--- src/rtl/axis_audio_level_meter.sv ---
// Stereo peak meter on a 1-deep AXIS register slice: forwards words unmodified while
// tracking per-channel peaks with packet-counted hold/decay, a log LED bar and clip hold.
module axis_audio_level_meter #(
    parameter int DATA_WIDTH   = 24,
    parameter int LED_WIDTH    = 16,
    parameter int HOLD_PACKETS = 4800,
    parameter int DECAY_SHIFT  = 6
) (
    input  logic                  clk,
    input  logic                  rst,
    input  logic [DATA_WIDTH-1:0] s_axis_data,
    input  logic                  s_axis_valid,
    output logic                  s_axis_ready,
    input  logic                  s_axis_last,
    output logic [DATA_WIDTH-1:0] m_axis_data,
    output logic                  m_axis_valid,
    input  logic                  m_axis_ready,
    output logic                  m_axis_last,
    output logic [LED_WIDTH-1:0]  led,
    output logic                  clip,
    output logic [DATA_WIDTH-2:0] peak_l,
    output logic [DATA_WIDTH-2:0] peak_r
);

    localparam int MAG_W = DATA_WIDTH - 1;
    localparam logic [15:0] HOLD_INIT = 16'(HOLD_PACKETS);
    localparam logic [DATA_WIDTH-1:0] POS_FS = {1'b0, {MAG_W{1'b1}}};
    localparam logic [DATA_WIDTH-1:0] NEG_FS = {1'b1, {MAG_W{1'b0}}};

    logic                  m_valid_q, m_valid_d;
    logic [DATA_WIDTH-1:0] m_data_q, m_data_d;
    logic                  m_last_q, m_last_d;

    logic [MAG_W-1:0]      peak_q [2];
    logic [MAG_W-1:0]      peak_d [2];
    logic [15:0]           hold_q [2];
    logic [15:0]           hold_d [2];
    logic [15:0]           clip_cnt_q, clip_cnt_d;
    logic                  clip_q, clip_d;
    logic [LED_WIDTH-1:0]  led_q, led_d;

    logic                  accept;
    logic                  pkt_end;
    logic                  clip_hit;
    logic [DATA_WIDTH-1:0] neg_data;
    logic [MAG_W-1:0]      mag;
    logic [MAG_W-1:0]      max_peak;

    function automatic logic [MAG_W-1:0] decayed(input logic [MAG_W-1:0] p);
        logic [MAG_W-1:0] step;
        step = p >> DECAY_SHIFT;
        if (step == '0) begin
            step = MAG_W'(1);
        end
        // step never exceeds a nonzero p, so no floor compare is needed
        return (p == '0) ? p : p - step;
    endfunction

    assign s_axis_ready = !rst && (!m_valid_q || m_axis_ready);
    assign accept       = s_axis_valid && s_axis_ready;
    assign pkt_end      = accept && s_axis_last;
    assign clip_hit     = accept && ((s_axis_data == POS_FS) || (s_axis_data == NEG_FS));

    always_comb begin
        neg_data = '0 - s_axis_data;
        mag      = s_axis_data[MAG_W-1:0];
        if (s_axis_data == NEG_FS) begin
            mag = '1;
        end else if (s_axis_data[DATA_WIDTH-1]) begin
            mag = neg_data[MAG_W-1:0];
        end
    end

    always_comb begin
        m_valid_d = m_valid_q;
        m_data_d  = m_data_q;
        m_last_d  = m_last_q;
        if (accept) begin
            m_valid_d = 1'b1;
            m_data_d  = s_axis_data;
            m_last_d  = s_axis_last;
        end else if (m_axis_ready) begin
            m_valid_d = 1'b0;
        end
    end

    always_comb begin
        for (int unsigned ch = 0; ch < 2; ch++) begin
            peak_d[ch] = peak_q[ch];
            hold_d[ch] = hold_q[ch];
            if (accept && (s_axis_last == 1'(ch)) && (mag > peak_q[ch])) begin
                peak_d[ch] = mag;
                hold_d[ch] = HOLD_INIT;
            end else if (pkt_end) begin
                if (hold_q[ch] != '0) begin
                    hold_d[ch] = hold_q[ch] - 16'd1;
                end else begin
                    peak_d[ch] = decayed(peak_q[ch]);
                end
            end
        end
    end

    always_comb begin
        clip_cnt_d = clip_cnt_q;
        if (clip_hit) begin
            clip_cnt_d = HOLD_INIT;
        end else if (pkt_end && (clip_cnt_q != '0)) begin
            clip_cnt_d = clip_cnt_q - 16'd1;
        end
        clip_d = (clip_cnt_d != '0);
    end

    always_comb begin
        max_peak = (peak_q[0] > peak_q[1]) ? peak_q[0] : peak_q[1];
        led_d    = '0;
        for (int unsigned k = 0; k < LED_WIDTH; k++) begin
            led_d[k] = ((max_peak >> (MAG_W - LED_WIDTH + int'(k))) != '0);
        end
    end

    always_ff @(posedge clk or posedge rst) begin
        if (rst) begin
            m_valid_q  <= 1'b0;
            m_data_q   <= '0;
            m_last_q   <= 1'b0;
            clip_cnt_q <= '0;
            clip_q     <= 1'b0;
            led_q      <= '0;
            for (int unsigned ch = 0; ch < 2; ch++) begin
                peak_q[ch] <= '0;
                hold_q[ch] <= '0;
            end
        end else begin
            m_valid_q  <= m_valid_d;
            m_data_q   <= m_data_d;
            m_last_q   <= m_last_d;
            clip_cnt_q <= clip_cnt_d;
            clip_q     <= clip_d;
            led_q      <= led_d;
            for (int unsigned ch = 0; ch < 2; ch++) begin
                peak_q[ch] <= peak_d[ch];
                hold_q[ch] <= hold_d[ch];
            end
        end
    end

    assign m_axis_valid = m_valid_q;
    assign m_axis_data  = m_data_q;
    assign m_axis_last  = m_last_q;
    assign led          = led_q;
    assign clip         = clip_q;
    assign peak_l       = peak_q[0];
    assign peak_r       = peak_q[1];

endmodule

--- config.mk ---
export PLATFORM = sky130hd
export DESIGN_NAME = axis_audio_level_meter
export DESIGN_NICKNAME = d
export VERILOG_FILES = /design/src/rtl/axis_audio_level_meter.sv
export SDC_FILE = /design/constraint.sdc
export NUM_CORES = 1
export LEC_CHECK = 0
export CAP_MARGIN = 0
export CORE_AREA = 2 2 166 168
export DETAILED_ROUTE_END_ITERATION = 16
export DIE_AREA = 0 0 168 170
export PLACE_DENSITY = 0.56
export SYNTH_ARGS = -nofsm -noshare
export SYNTH_HDL_FRONTEND = slang
export SYNTH_SLANG_ARGS = --single-unit
export TNS_END_PERCENT = 10
--- constraint.sdc ---
create_clock -name clk -period 5.3 [get_ports clk]
set_input_delay 0.53 -clock clk [delete_from_list [all_inputs] [get_ports clk]]
set_output_delay 0.53 -clock clk [all_outputs]
set_load 0.05 [all_outputs]
* Word level (Yosys, flattened, before mapping)
Cells that the tools add are included.
Widths: inputs -> output; s select.
** Storage, ports and cells
- Bits in registers :: 137
- Input port bits :: 29
- Output and inout port bits :: 90
- Logic and storage cells :: 99
** Operators by class
- Add/subtract/negate cells :: 6
- $lt $le $gt $ge :: 3
- Equality and inequality tests :: 6
- Muxes and demuxes :: 29
- Bitwise operators :: 1
- Reduce and logical (&&, ||, !) cells :: 44
** Operator list (number)
- $mux 23 :: 17
- $reduce_bool 23->1 :: 15
- $mux 16 :: 8
- $logic_not 23->1 :: 4
- $gt 23x23->1 :: 3
- $reduce_bool 16->1 :: 4
- $sub 16x1->16 const B :: 3
- $sub 23x23->23 :: 2
- $mux 17 :: 2
- $eq 24x23->1 const B :: 1
- $eq 24x24->1 const B :: 1
- $sub 1x23->23 const A :: 1
- $reduce_bool 2->1 :: 5
- $logic_and 1x1->1 :: 8
- $ne 2x2->1 const B :: 4
- $reduce_and 3->1 :: 2
- $reduce_and 2->1 :: 2
- $logic_not 1->1 :: 2
- $logic_or 1x1->1 :: 2
- $mux 1 :: 2
- $not 1->1 :: 1

* Depth between registers and ports, before layout
- Depth in word-level cells :: 12
- Gate-level depth with buffers :: 20
- Gate-level depth less buffers :: 18

* Least setup slack after synthesis
No wires, ideal clock.
- Kind :: input to register
- Start point :: in rst
- End point :: reg hold_q[11] in the netlist's numbering
- Arrival time :: 5.800 ns
- Required time :: 5.168 ns
- Slack :: -0.632 ns
- Stages on the path :: 8
- Path buffers :: 0
- Cells stage by stage :: inv_1 -> nand4_2 -> a31oi_1 -> nand3_1 -> nor4_1 -> nor2b_1 -> xnor2_1 -> nor2_1
** Between the ends
- Cells in the longest elaborated chain, start to end :: 7
** RTL lines
- from (decl) :: RTL line 10 : input logic rst,
- $logic_not 1->1 (no source line) (*)
- $logic_and 1x1->1 (*) :: RTL line 59 : assign s_axis_ready = !rst && (!m_valid_q || m_axis_ready);
- $logic_and 1x1->1 (*) :: RTL line 60 : assign accept = s_axis_valid && s_axis_ready;
- $logic_and 1x1->1 (*) :: RTL line 61, 91
- $logic_and 1x1->1 :: RTL line 91 : if (accept && (s_axis_last == 1'(ch)) && (mag > peak_q[ch])) begin
- $reduce_bool 2->1 (no source line)
- $reduce_and 2->1 (no source line)
- to (signal, indexed assignment) :: RTL line 143 : hold_q[ch] <= hold_d[ch];
- to (decl) :: RTL line 36 : logic [15:0] hold_q [2];
Mark *: on every way between the ends. The rest lies on a longest branch, timed or not.
A chain may end at the register's enable or synchronous reset.

* Worst setup path after layout
- Start point :: in s_axis_data[1]
- End point :: reg peak_q (netlist bit peak_l[21])
** Between the ends
- Cells in the longest elaborated chain, start to end :: 7
** RTL lines
- from (decl) :: RTL line 11 : input logic [DATA_WIDTH-1:0] s_axis_data,
- $sub 1x23->23 :: RTL line 65 : neg_data = '0 - s_axis_data;
- $mux 23 :: RTL line 69 : end else if (s_axis_data[DATA_WIDTH-1]) begin
- $mux 23 (*) :: RTL line 67 : if (s_axis_data == NEG_FS) begin
- $gt 23x23->1 :: RTL line 91
- $logic_and 1x1->1 :: RTL line 91
- $ne 2x2->1 (no source line) or $reduce_bool 2->1 (tied branches)
- $reduce_and 3->1 (no source line)
- to (signal, indexed assignment) :: RTL line 142 : peak_q[ch] <= peak_d[ch];
- to (decl) :: RTL line 34 : logic [MAG_W-1:0] peak_q [2];
Marked as above.

==> run metrics <==
status=complete, no violations; area added between synthesis and finish=23.1%; io pins=119; CTS sink cnt=137; htree depth=4; reg2reg setup slack=0.86 ns; share of cells above drive strength 1=9.57%; commonest non-fill, non-tap cells in the layout=137 x dfrtp_1, 118 x clkdlybuf4s50_1, 109 x ha_1; WL/cell=19.2 um; asr flop ratio synth=100%; Max-Cap Viols=0; Slowest-stage cell, CP=clkdlybuf4s50_1; RePlAce Congestion=0.908; number of vias per cell=5.57; Synth cell types=76; Synth Cell Area=10500 um2; CP Buf/Inv Count=4; Final #Nets=1485; fin crit period=4.79 ns; worst r2r src=peak_r[18]$_DFFE_PP0P_; Worst Setup Path Type=in -> reg; Max-slew headroom=18.9%; final hold vios=0; fin area=12900 um2; global-route wire length before repair=52100 um; worst setup margin=0.513 ns; arrival time at the worst endpoint=5.17 ns; skew final=0.0156 ns; cell count after synthesis=1207; DRT Pass-1 Iters=5; Total GRT Usage=23.5%; sequential share of the synthesized area=32.6%; First DRT Iteration DRCs=622; routed via count=9469; startpoint types=input pin; Post-Route WL=32700 um; critical path required time=5.68 ns; CTS Buf Count=17; Synth top area share=32.6%; setup TNS=0 ns; Pwr Density=648 nW/um2; peak supply drop=407 uV; Mapped Nets=1347; dpl hpwl=25000 um; Worst-Skew Late Latency=0.44 ns; Reg2Reg Depth=13; crit-path leading delay family=simple AND/OR/NAND/NOR gates; total placed cells including tap cells=1667; fin cells=1700; CP max FO=33; gr ovfl total=0; initial antenna violation count=1; Worst path max stage delay=0.47 ns; Hold Path Class=in -> async; Die ar.=28600 um2; Starting Density=39.4%; top cells by area, synth=dfrtp_1 33%, ha_1 13%, xnor2_1 4.2%; CTS resizes=0; # rows=60; Final ANT Viol Nets=0; clk buf depth=2; Die Y-Extent=170 um; pin count of the biggest net entering global routing=67; worst-margin pin slew=1.21 ns; Yosys reg bits=137; CP Cell Sequence=clkdlybuf4s50_1 > inv_1 > ha_1 > or3b_1 > buf_4 > or4_1 > o31ai_1 > xor2_1 > nand2_1 > ha_1 > a21o_1 > a21o_1 > a21oi_1 > o21ai_0 > a221o_1 > and2_1 > buf_12 > or3_1 > nand3_1; worst slack at placement=0.145 ns; Post-CTS Setup Bufs=0; EDFF count, synth=0; Synth Area per Inst=8.70 um2; Setup violations, final=0; vias in the first global route=9474; max frequency=0.209 GHz; unrepaired setup endpoints after global routing=false; leakage=5.71 nW; Ys Warns=0; reg2reg end=peak_r[20]$_DFFE_PP0P_; Pwr Total=8.38 mW; max-slew violation count=0; Die X=168 um; core footprint=26700 um2; main flop type after synthesis=dfrtp_1; I/O Buffers=118; fin crit share=90.3%; Critical Path Sink Type=register; commonest non-fill, non-tap cell in the layout=dfrtp_1; DRC viols=0; CTS tree=yes; cts hold-fix bufs=0; Post-DP Area=12300 um2; cell accounting for the most synthesized area=dfrtp_1; root buffer selected by CTS=clkbuf_16; clk slew on worst S/H paths=0.07 ns
==> through the flow <==
| stage | hold slack (ns) | util, % |
|---|---|---|
| after floorplan | 0.484 | - |
| after global placement | 0.466 | 46.3 |
| after detailed placement | 0.469 | 46.3 |
| after CTS | 0.480 | 48.5 |
| final | 0.472 | 48.5 |
| after global routing | 0.519 | 48.5 |
==> cell usage after synthesis, types with 4 or more instances <==
| cell | n |
|---|---|
| dfrtp_1 | 137 |
| ha_1 | 109 |
| inv_1 | 106 |
| nor2_1 | 104 |
| nand2_1 | 97 |
| o21ai_0 | 64 |
| a21oi_1 | 54 |
| xnor2_1 | 50 |
| nand3_1 | 40 |
| clkbuf_1 | 35 |
| nor3_1 | 33 |
| a21o_1 | 32 |
| nand4_1 | 32 |
| xor2_1 | 32 |
| mux2_2 | 27 |
| nor4_1 | 22 |
| a31oi_1 | 18 |
| nand2b_1 | 17 |
| a211oi_1 | 14 |
| o21a_1 | 13 |
| o31ai_1 | 13 |
| nor2b_1 | 12 |
| or3_1 | 12 |
| mux2i_1 | 9 |
| or4_1 | 9 |
| a22oi_1 | 8 |
| o211ai_1 | 7 |
| a221o_1 | 6 |
| o21ai_1 | 6 |
| a221oi_1 | 4 |
| and2_1 | 4 |
| buf_2 | 4 |
==> routing by layer <==
layer | global-route usage [%] | vias to the layer above | wire (um)
met2 | 39.1 | 233 | 15400
met3 | 3.63 | 48 | 1400
met1 | 31.3 | 4560 | 15100
met5 | 0 | - | 0
met4 | 7.67 | 0 | 791
li1 | - | 4628 | -
==> layout make-up <==
| cell class | count | area (um2) |
|---|---|---|
| inverter | 106 | 402 |
| clock inverter | 12 | 141 |
| sequential | 137 | 3430 |
| antenna | 1 | 2.50 |
| multi-input combinational | 921 | 6540 |
| fill | 2584 | 13700 |
| tap | 341 | 427 |
| timing repair buffer | 162 | 1550 |
| clock buffer | 20 | 447 |
==> state kept, by name, indices dropped and copies added (netlist names) <==
signal	flops
hold_q	32
peak_l	23
peak_r	23
clip_cnt_q	16
m_axis_last	1
m_axis_data	24
clip	1
led	16
m_axis_valid	1
==> worst reg2reg max path, delay by kind of cell (launching register included) <==
family | cells | cell delay, ns
AND/OR/NAND/NOR | 4 | 1.30
flip-flops | 1 | 0.48
adder cells (fa/ha/maj) | 2 | 0.44
XOR/XNOR | 1 | 0.17
AO/OA/AOI/OAI | 6 | 1.97
==> cell families after synthesis <==
family	after synthesis	synth area share (%)
AOI/OAI and AO/OA	278	17.6
xor gates and xnor gates	82	6.84
adders and majority gates	111	13.4
buffers and inverters	149	5.44
DFF	137	32.6
muxes	36	3.75
and+or+nand+nor	414	20.4
==> where the power goes <==
| group | leakage [nW] | switching (mW) | internal [mW] |
|---|---|---|---|
| Combinational | 3.82 | 3.13 | 2.01 |
| Clock | 0.287 | 0.510 | 0.713 |
| Sequential | 1.60 | 0.609 | 1.41 |
==> worst max-delay path by stage <==
stage / startpoint / to / slack [ns] / cells past startpoint
after floorplan: rst / m_axis_data[2]$_DFFE_PP0P_ / 0.79 / 6
final: s_axis_data[1] / peak_l[21]$_DFFE_PP0P_ / 0.51 / 19
after CTS: s_axis_data[1] / peak_l[19]$_DFFE_PP0P_ / 0.56 / 19
after global placement: s_axis_data[1] / peak_l[19]$_DFFE_PP0P_ / 0.21 / 19
after detailed placement: s_axis_data[1] / peak_l[19]$_DFFE_PP0P_ / 0.14 / 19
after global routing: s_axis_data[1] / hold_q[1]$_DFFE_PP0P_ / 0.22 / 19
Note: power is estimated with default switching activity, not from simulation.
